[config.mk]
export PLATFORM = sky130hd
export DESIGN_NAME = cp0_ctrl_flat
export DESIGN_NICKNAME = d
export VERILOG_FILES = /design/src/rtl/cp0_if.sv /design/src/rtl/cp0_ctrl.sv /design/src/flat_wrapper.sv
export SDC_FILE = /design/constraint.sdc
export NUM_CORES = 1
export LEC_CHECK = 0
export CAP_MARGIN = 10
export CORE_MARGIN = 2
export CORE_UTILIZATION = 50
export CTS_CLUSTER_SIZE = 12
export DETAILED_ROUTE_END_ITERATION = 8
export PLACE_DENSITY = 0.89
export SYNTH_ARGS = -nofsm -noshare
export SYNTH_HDL_FRONTEND = slang
export SYNTH_SLANG_ARGS = --single-unit
[constraint.sdc]
create_clock -name clk -period 16.7 [get_ports clk]
set_clock_uncertainty 0.05 [all_clocks]
set_input_delay 4.175 -clock clk [delete_from_list [all_inputs] [get_ports clk]]
set_output_delay 4.175 -clock clk [all_outputs]
set_load 0.1 [all_outputs]
[src/rtl/cp0_if.sv]
// cp0_if: CP0 access, trap and redirect signals between the core and CP0.
// master = core side, slave = cp0_ctrl side.
interface cp0_if #(
  parameter int IRQ_N = 5
);
  logic             mtc0;
  logic             mfc0;
  logic [4:0]       addr;
  logic [31:0]      wdata;
  logic [31:0]      rdata;
  logic [31:0]      pc;
  logic             exc_req;
  logic [4:0]       exc_code;
  logic             eret;
  logic [IRQ_N-1:0] irq;
  logic [31:0]      status;
  logic             redirect;
  logic [31:0]      exc_addr;
  logic             timer_irq;

  modport master (
    output mtc0, mfc0, addr, wdata, pc,
    output exc_req, exc_code, eret, irq,
    input  rdata, status, redirect,
    input  exc_addr, timer_irq
  );

  modport slave (
    input  mtc0, mfc0, addr, wdata, pc,
    input  exc_req, exc_code, eret, irq,
    output rdata, status, redirect,
    output exc_addr, timer_irq
  );
endinterface

[src/rtl/cp0_ctrl.sv]
// cp0_ctrl: Status/Cause/EPC/Count/Compare, trap and ERET arbitration,
// timer interrupt and registered fetch redirect.
module cp0_ctrl #(
  parameter int          DATA_W     = 32,
  parameter int          IRQ_N      = 5,
  parameter logic [31:0] EXC_VECTOR = 32'h0000_0004,
  parameter logic [31:0] STATUS_RST = 32'h0000_0000
) (
  input  logic clk,
  input  logic rst,
  cp0_if.slave bus
);

  typedef logic [DATA_W-1:0] word_t;

  localparam word_t IM_MASK =
    word_t'(((1 << (IRQ_N + 1)) - 1) << 8);
  localparam word_t ST_MASK =
    IM_MASK | word_t'(32'h3F);

  localparam logic [4:0] A_COUNT   = 5'd9;
  localparam logic [4:0] A_COMPARE = 5'd11;
  localparam logic [4:0] A_STATUS  = 5'd12;
  localparam logic [4:0] A_CAUSE   = 5'd13;
  localparam logic [4:0] A_EPC     = 5'd14;

  word_t      status_q, status_d;
  word_t      epc_q, epc_d;
  word_t      count_q, count_d;
  word_t      compare_q, compare_d;
  word_t      exc_addr_q, exc_addr_d;
  logic [4:0] code_q, code_d;
  logic [1:0] sw_q, sw_d;
  logic       tirq_q, tirq_d;
  logic       redirect_q, redirect_d;

  logic [7:0] ip;
  logic       int_pending;
  logic       take_trap;
  logic       take_eret;
  logic       wr;
  word_t      cause_rd;

  // irq lines and the software bits share IP[9:8]; the timer sits above irq
  assign ip = 8'(bus.irq)
            | {6'b0, sw_q}
            | (8'(tirq_q) << IRQ_N);

  assign int_pending = status_q[0] & |(ip & status_q[15:8]);

  assign take_trap = bus.exc_req | (~bus.eret & int_pending);
  assign take_eret = ~bus.exc_req & bus.eret;
  assign wr        = bus.mtc0 & ~take_trap & ~take_eret;

  assign cause_rd = {16'h0, ip, 1'b0, code_q, 2'b00};

  always_comb begin
    bus.rdata = '0;
    if (bus.mfc0) begin
      case (bus.addr)
        A_COUNT:   bus.rdata = count_q;
        A_COMPARE: bus.rdata = compare_q;
        A_STATUS:  bus.rdata = status_q;
        A_CAUSE:   bus.rdata = cause_rd;
        A_EPC:     bus.rdata = epc_q;
        default:   bus.rdata = '0;
      endcase
    end
  end

  always_comb begin
    status_d   = status_q;
    epc_d      = epc_q;
    count_d    = count_q + word_t'(1);
    compare_d  = compare_q;
    code_d     = code_q;
    sw_d       = sw_q;
    tirq_d     = tirq_q | (count_q == compare_q);
    redirect_d = 1'b0;
    exc_addr_d = exc_addr_q;
    unique case (1'b1)
      take_trap: begin
        epc_d         = bus.pc;
        code_d        = bus.exc_req ? bus.exc_code : 5'd0;
        status_d[5:0] = {status_q[3:0], 2'b00};
        exc_addr_d    = EXC_VECTOR;
        redirect_d    = 1'b1;
      end
      take_eret: begin
        status_d[5:0] = {status_q[5:4], status_q[5:2]};
        exc_addr_d    = epc_q;
        redirect_d    = 1'b1;
      end
      wr: begin
        case (bus.addr)
          A_COUNT:   count_d = bus.wdata;
          A_COMPARE: begin
            compare_d = bus.wdata;
            tirq_d    = 1'b0;
          end
          A_STATUS:  status_d = bus.wdata & ST_MASK;
          A_CAUSE:   sw_d = bus.wdata[9:8];
          A_EPC:     epc_d = bus.wdata;
          default:   ;
        endcase
      end
      default: ;
    endcase
  end

  always_ff @(posedge clk or posedge rst) begin
    if (rst) begin
      status_q   <= STATUS_RST & ST_MASK;
      epc_q      <= '0;
      count_q    <= '0;
      compare_q  <= '1;
      code_q     <= '0;
      sw_q       <= '0;
      tirq_q     <= 1'b0;
      redirect_q <= 1'b0;
      exc_addr_q <= '0;
    end else begin
      status_q   <= status_d;
      epc_q      <= epc_d;
      count_q    <= count_d;
      compare_q  <= compare_d;
      code_q     <= code_d;
      sw_q       <= sw_d;
      tirq_q     <= tirq_d;
      redirect_q <= redirect_d;
      exc_addr_q <= exc_addr_d;
    end
  end

  assign bus.status    = status_q;
  assign bus.redirect  = redirect_q;
  assign bus.exc_addr  = exc_addr_q;
  assign bus.timer_irq = tirq_q;

endmodule
[src/flat_wrapper.sv]
// flat-port wrapper written by rule: the top's interface ports become plain ports
module cp0_ctrl_flat 
#(
  parameter int          DATA_W     = 32,
  parameter int          IRQ_N      = 5,
  parameter logic [31:0] EXC_VECTOR = 32'h0000_0004,
  parameter logic [31:0] STATUS_RST = 32'h0000_0000
)
  (clk, rst, bus_mtc0, bus_mfc0, bus_addr, bus_wdata, bus_pc, bus_exc_req, bus_exc_code, bus_eret, bus_irq, bus_rdata, bus_status, bus_redirect, bus_exc_addr, bus_timer_irq);
  cp0_if #(.IRQ_N(IRQ_N)) bus_i ();
  input  logic clk;
  input  logic rst;
  input wire logic [$bits(bus_i.mtc0)-1:0] bus_mtc0;
  input wire logic [$bits(bus_i.mfc0)-1:0] bus_mfc0;
  input wire logic [$bits(bus_i.addr)-1:0] bus_addr;
  input wire logic [$bits(bus_i.wdata)-1:0] bus_wdata;
  input wire logic [$bits(bus_i.pc)-1:0] bus_pc;
  input wire logic [$bits(bus_i.exc_req)-1:0] bus_exc_req;
  input wire logic [$bits(bus_i.exc_code)-1:0] bus_exc_code;
  input wire logic [$bits(bus_i.eret)-1:0] bus_eret;
  input wire logic [$bits(bus_i.irq)-1:0] bus_irq;
  output wire logic [$bits(bus_i.rdata)-1:0] bus_rdata;
  output wire logic [$bits(bus_i.status)-1:0] bus_status;
  output wire logic [$bits(bus_i.redirect)-1:0] bus_redirect;
  output wire logic [$bits(bus_i.exc_addr)-1:0] bus_exc_addr;
  output wire logic [$bits(bus_i.timer_irq)-1:0] bus_timer_irq;
  assign bus_i.mtc0 = bus_mtc0;
  assign bus_i.mfc0 = bus_mfc0;
  assign bus_i.addr = bus_addr;
  assign bus_i.wdata = bus_wdata;
  assign bus_i.pc = bus_pc;
  assign bus_i.exc_req = bus_exc_req;
  assign bus_i.exc_code = bus_exc_code;
  assign bus_i.eret = bus_eret;
  assign bus_i.irq = bus_irq;
  assign bus_rdata = bus_i.rdata;
  assign bus_status = bus_i.status;
  assign bus_redirect = bus_i.redirect;
  assign bus_exc_addr = bus_i.exc_addr;
  assign bus_timer_irq = bus_i.timer_irq;
  cp0_ctrl #(.DATA_W(DATA_W), .IRQ_N(IRQ_N), .EXC_VECTOR(EXC_VECTOR), .STATUS_RST(STATUS_RST)) u_core (.clk(clk), .rst(rst), .bus(bus_i));
endmodule
==> metrics.md <==
| Metric | Value |
|---|---|
| Layout cells sized above 1 | `0.101` |
| Initial antenna violation count | `0` |
| CTS tree | `built` |
| Worst Path Required | `~12 ns` |
| Unrepaired setup endpoints after global routing | `no` |
| Slew Viols, Final | `0` |
| Clock share of power | `0.356` |
| Worst r2r src | `u_core.bus.status[10]$_DFFE_PP0P_` |
| Post-DP HPWL | `18200 um` |
| Cells after Synth | `approximately 830` |
| Synth unique cells | `49` |
| Post-CTS Resized | `0` |
| Residual DRC count | `0` |
| Remaining Overflow, GRT | `0` |
| Sequential power share | `0.404` |
| Int Power | `roughly 0.77 mW` |
| Mapped Avg Cell Area | `between 9 and 10 um^2` |
| Yosys warns | `0` |
| Routed via count | `7148` |
| Hold Path Sink | `u_core.bus.exc_addr[20]$_DFFE_PP0P_` |
| CP Max Fanout | `39` |
| Die Ht | `between 100 and 150 um` |
| Antenna diodes | `0` |
| Design Power | `roughly 1.2 mW` |
| Tcrit/Tclk final | `0.686` |
| Most frequent cells in the layout | `clkdlybuf4s50_1 (161), nand2_1 (126), dfrtp_1 (117), nor2_1 (98), xnor2_1 (48)` |
| H-Tree Depth | `4` |
| Seq cells post-synth | `approximately 150` |
| Register area | `approximately 3800 um^2` |
| Clock tree buffer depth | `2` |
| Die X | `130 um` |
| Final setup violation count | `0` |
| Layout Nets | `about 1000` |
| Gr usage total | `0.304` |
| Setup TNS | `0 ns` |
| Vias per cell | `between 5 and 6` |
| Vias in the first global route | `slightly below 7000` |
| Sequential area share after synthesis | `0.471` |
| Kind of critical path | `in2out` |
| Net Switching | `between 0.3 and 0.4 mW` |
| PwrDens | `114 nW/um^2` |
| Initial Utilization | `0.507` |
| Combined area of the multi-input logic cells | `roughly 3900 um^2` |
| Worst Reg-to-Reg Cells | `6` |
| Gpl congestion | `~1.0` |
| Critical Path Start Type | `primary input` |
| CTS clk-pin slew, worst paths | `roughly 0.060 ns` |
| Critical Path End Type | `output pin` |
| Capturing point of the worst reg2reg path | `u_core.compare_q[29]$_DFFE_PP1P_` |
| Final worst path period need | `11.45 ns` |
| Slew headroom | `0.246` |
| Sink Count | `approximately 150` |
| Die area | `17000 um^2` |
| F_max | `between 0.08 and 0.09 GHz` |
| Worst Path Arrival | `7.23 ns` |
| Status | `finished, final reports clean` |
| Worst slew pin tran | `1.13 ns` |
| # fillers | `between 1000 and 1500` |
| Sw frac | `0.341` |
| Post-route ant nets | `0` |
| Core Area | `about 16000 um^2` |
| Iteration-0 DRC Markers | `around 860` |
| Fin. Hold Viols | `0` |
| Hold Crit Start | `u_core.bus.exc_addr[20]$_DFFE_PP0P_` |
| Global-route wire length before repair | `between 30000 and 40000 um` |
| Largest net degree at the start of global routing | `84` |
| DR WL/cell | `21.2 um` |
| Mapped cell area | `between 7000 and 8000 um^2` |
| # hold bufs at CTS | `0` |
| Lkg Pwr | `4.07 nW` |
| Root buf cell | `clkbuf_16` |
| Max-cap violations | `0` |
| Gate power share | `0.240` |
| Num CTS Buffers | `17` |
| Post-CTS Setup Inserts | `0` |
| Min-Delay Path Class | `reg2reg` |
| Reg2reg setup slack | `between 10 and 15 ns` |
| Maximum vdd drop | `0.0000821 V` |
| Num rows | `between 40 and 50` |
| Clock latency at the later pin of the worst-skew pair | `about 0.42 ns` |
| Drt total wl | `25300 um` |
| Synth-to-Final Area Change | `28.6%` |
| Commonest non-fill, non-tap cell in the layout | `clkdlybuf4s50_1` |
| Hold Crit Depth | `1` |
| DR pass1 iterations | `8` |
| # IOs | `about 180` |
| Port buffer count | `roughly 160` |
## power by group through the flow
stage / Clock (mW) / Combinational, mW / Sequential, mW
after floorplan: 0 / 0.141 / 0.521
after global placement: 0 / 0.271 / 0.471
after detailed placement: 0 / 0.276 / 0.475
after CTS: 0.418 / 0.279 / 0.470
after global routing: 0.433 / 0.297 / 0.479
final: 0.416 / 0.281 / 0.473
## cell usage after synthesis (all sizes together)
cell type,count,area (um^2)
o21ai,37,185
o32a,1,10.0
a221oi,13,114
nor4b,1,8.76
dfrtp,117,2930
nand4,18,113
and2,1,6.26
o221ai,1,8.76
a2111o,1,11.3
mux2i,32,320
clkbuf,40,150
conb,1,3.75
nand3,13,65.1
nor2b,4,25.0
mux2,45,507
xor2,14,123
nor3,5,30.0
nor2,100,383
nor3b,2,15.0
a221o,1,10.0
nor4,8,65.1
or2,2,12.5
a31oi,34,213
dfstp,32,841
a21oi,30,150
inv,6,22.5
o41a,1,11.3
o41ai,1,16.3
nand2,126,473
nand3b,4,30.0
and3b,1,8.76
ha,1,12.5
and3,5,31.3
and4,6,52.6
o21a,2,15.0
o2111ai,1,8.76
a22o,35,307
a222oi,1,10.0
xnor2,48,420
buf,39,264
a22oi,2,15.0
## worst max-delay path, cell delays in order
cell             delay, ns
buf_2                 0.82
nor3b_2               0.33
buf_4                 0.39
a221oi_1              0.15
a21oi_1               0.17
clkdlybuf4s50_1       1.16
## cell type report
cell class                 instances  area share
clock buffer                      19      0.0421
clock inverter                    13      0.0201
inverter                           6     0.00268
multi-input combinational        617       0.378
sequential                       149       0.367
tap                              216      0.0263
timing repair buffer             172       0.165
## cell families (layout without fill, tap and decap cells)
group / count (synthesis) / in the layout / synth area share
buffers and inverters: 85 / 210 / 0.0546
adders and majority gates: 1 / 1 / 0.00156
AOI/OAI and AO/OA: 161 / 161 / 0.136
DFF: 149 / 149 / 0.471
muxes: 77 / 77 / 0.103
and+or+nand+nor: 296 / 296 / 0.165
xor gates and xnor gates: 62 / 62 / 0.0679
other: 1 / 20 / 0.000469
## state kept, by name, summed over array words and instances, names as in the netlist
register              cells
u_core.bus.exc_addr      32
u_core.compare_q         32
u_core.sw_q               2
u_core.epc_q             32
u_core.bus.redirect       1
u_core.bus.timer_irq      1
u_core.code_q             5
u_core.bus.status        12
u_core.count_q           32
## routing by layer
layer | global-route usage | routed length (um) | vias to the layer above
li1 | - | - | 3152
met1 | 0.419 | 10300 | 3491
met2 | 0.465 | 11600 | 425
met3 | 0.0619 | 2460 | 80
met4 | 0.143 | 998 | 0
met5 | 0 | 0 | -
## per-stage QoR
stage / cell area [um^2] / worst slack, ns / cells / utilization / hold slack (ns)
2_1_floorplan: 8070 / 5.66 / 851 / - / 0.438
3_5_place_dp: 9640 / 5.28 / 1160 / 0.611 / 0.443
3_3_place_gp: 9640 / 5.37 / 1160 / 0.611 / 0.438
5_1_grt: 10300 / 5.19 / 1192 / 0.652 / 0.472
4_1_cts: 10300 / 5.31 / 1192 / 0.652 / 0.458
6_report: 10300 / 5.25 / 1192 / 0.652 / 0.454
## worst max path at each step
stage	from	end	slack (ns)	cells after the start
final	bus_addr[1]	bus_rdata[8]	5.25	6
after global routing	bus_addr[1]	bus_rdata[9]	5.19	6
after CTS	bus_addr[1]	bus_rdata[8]	5.31	6
after detailed placement	bus_addr[1]	bus_rdata[8]	5.28	6
after global placement	bus_addr[1]	bus_rdata[8]	5.37	6
after floorplan	bus_addr[1]	bus_rdata[13]	5.66	5
(Power assumes the default switching activity.)
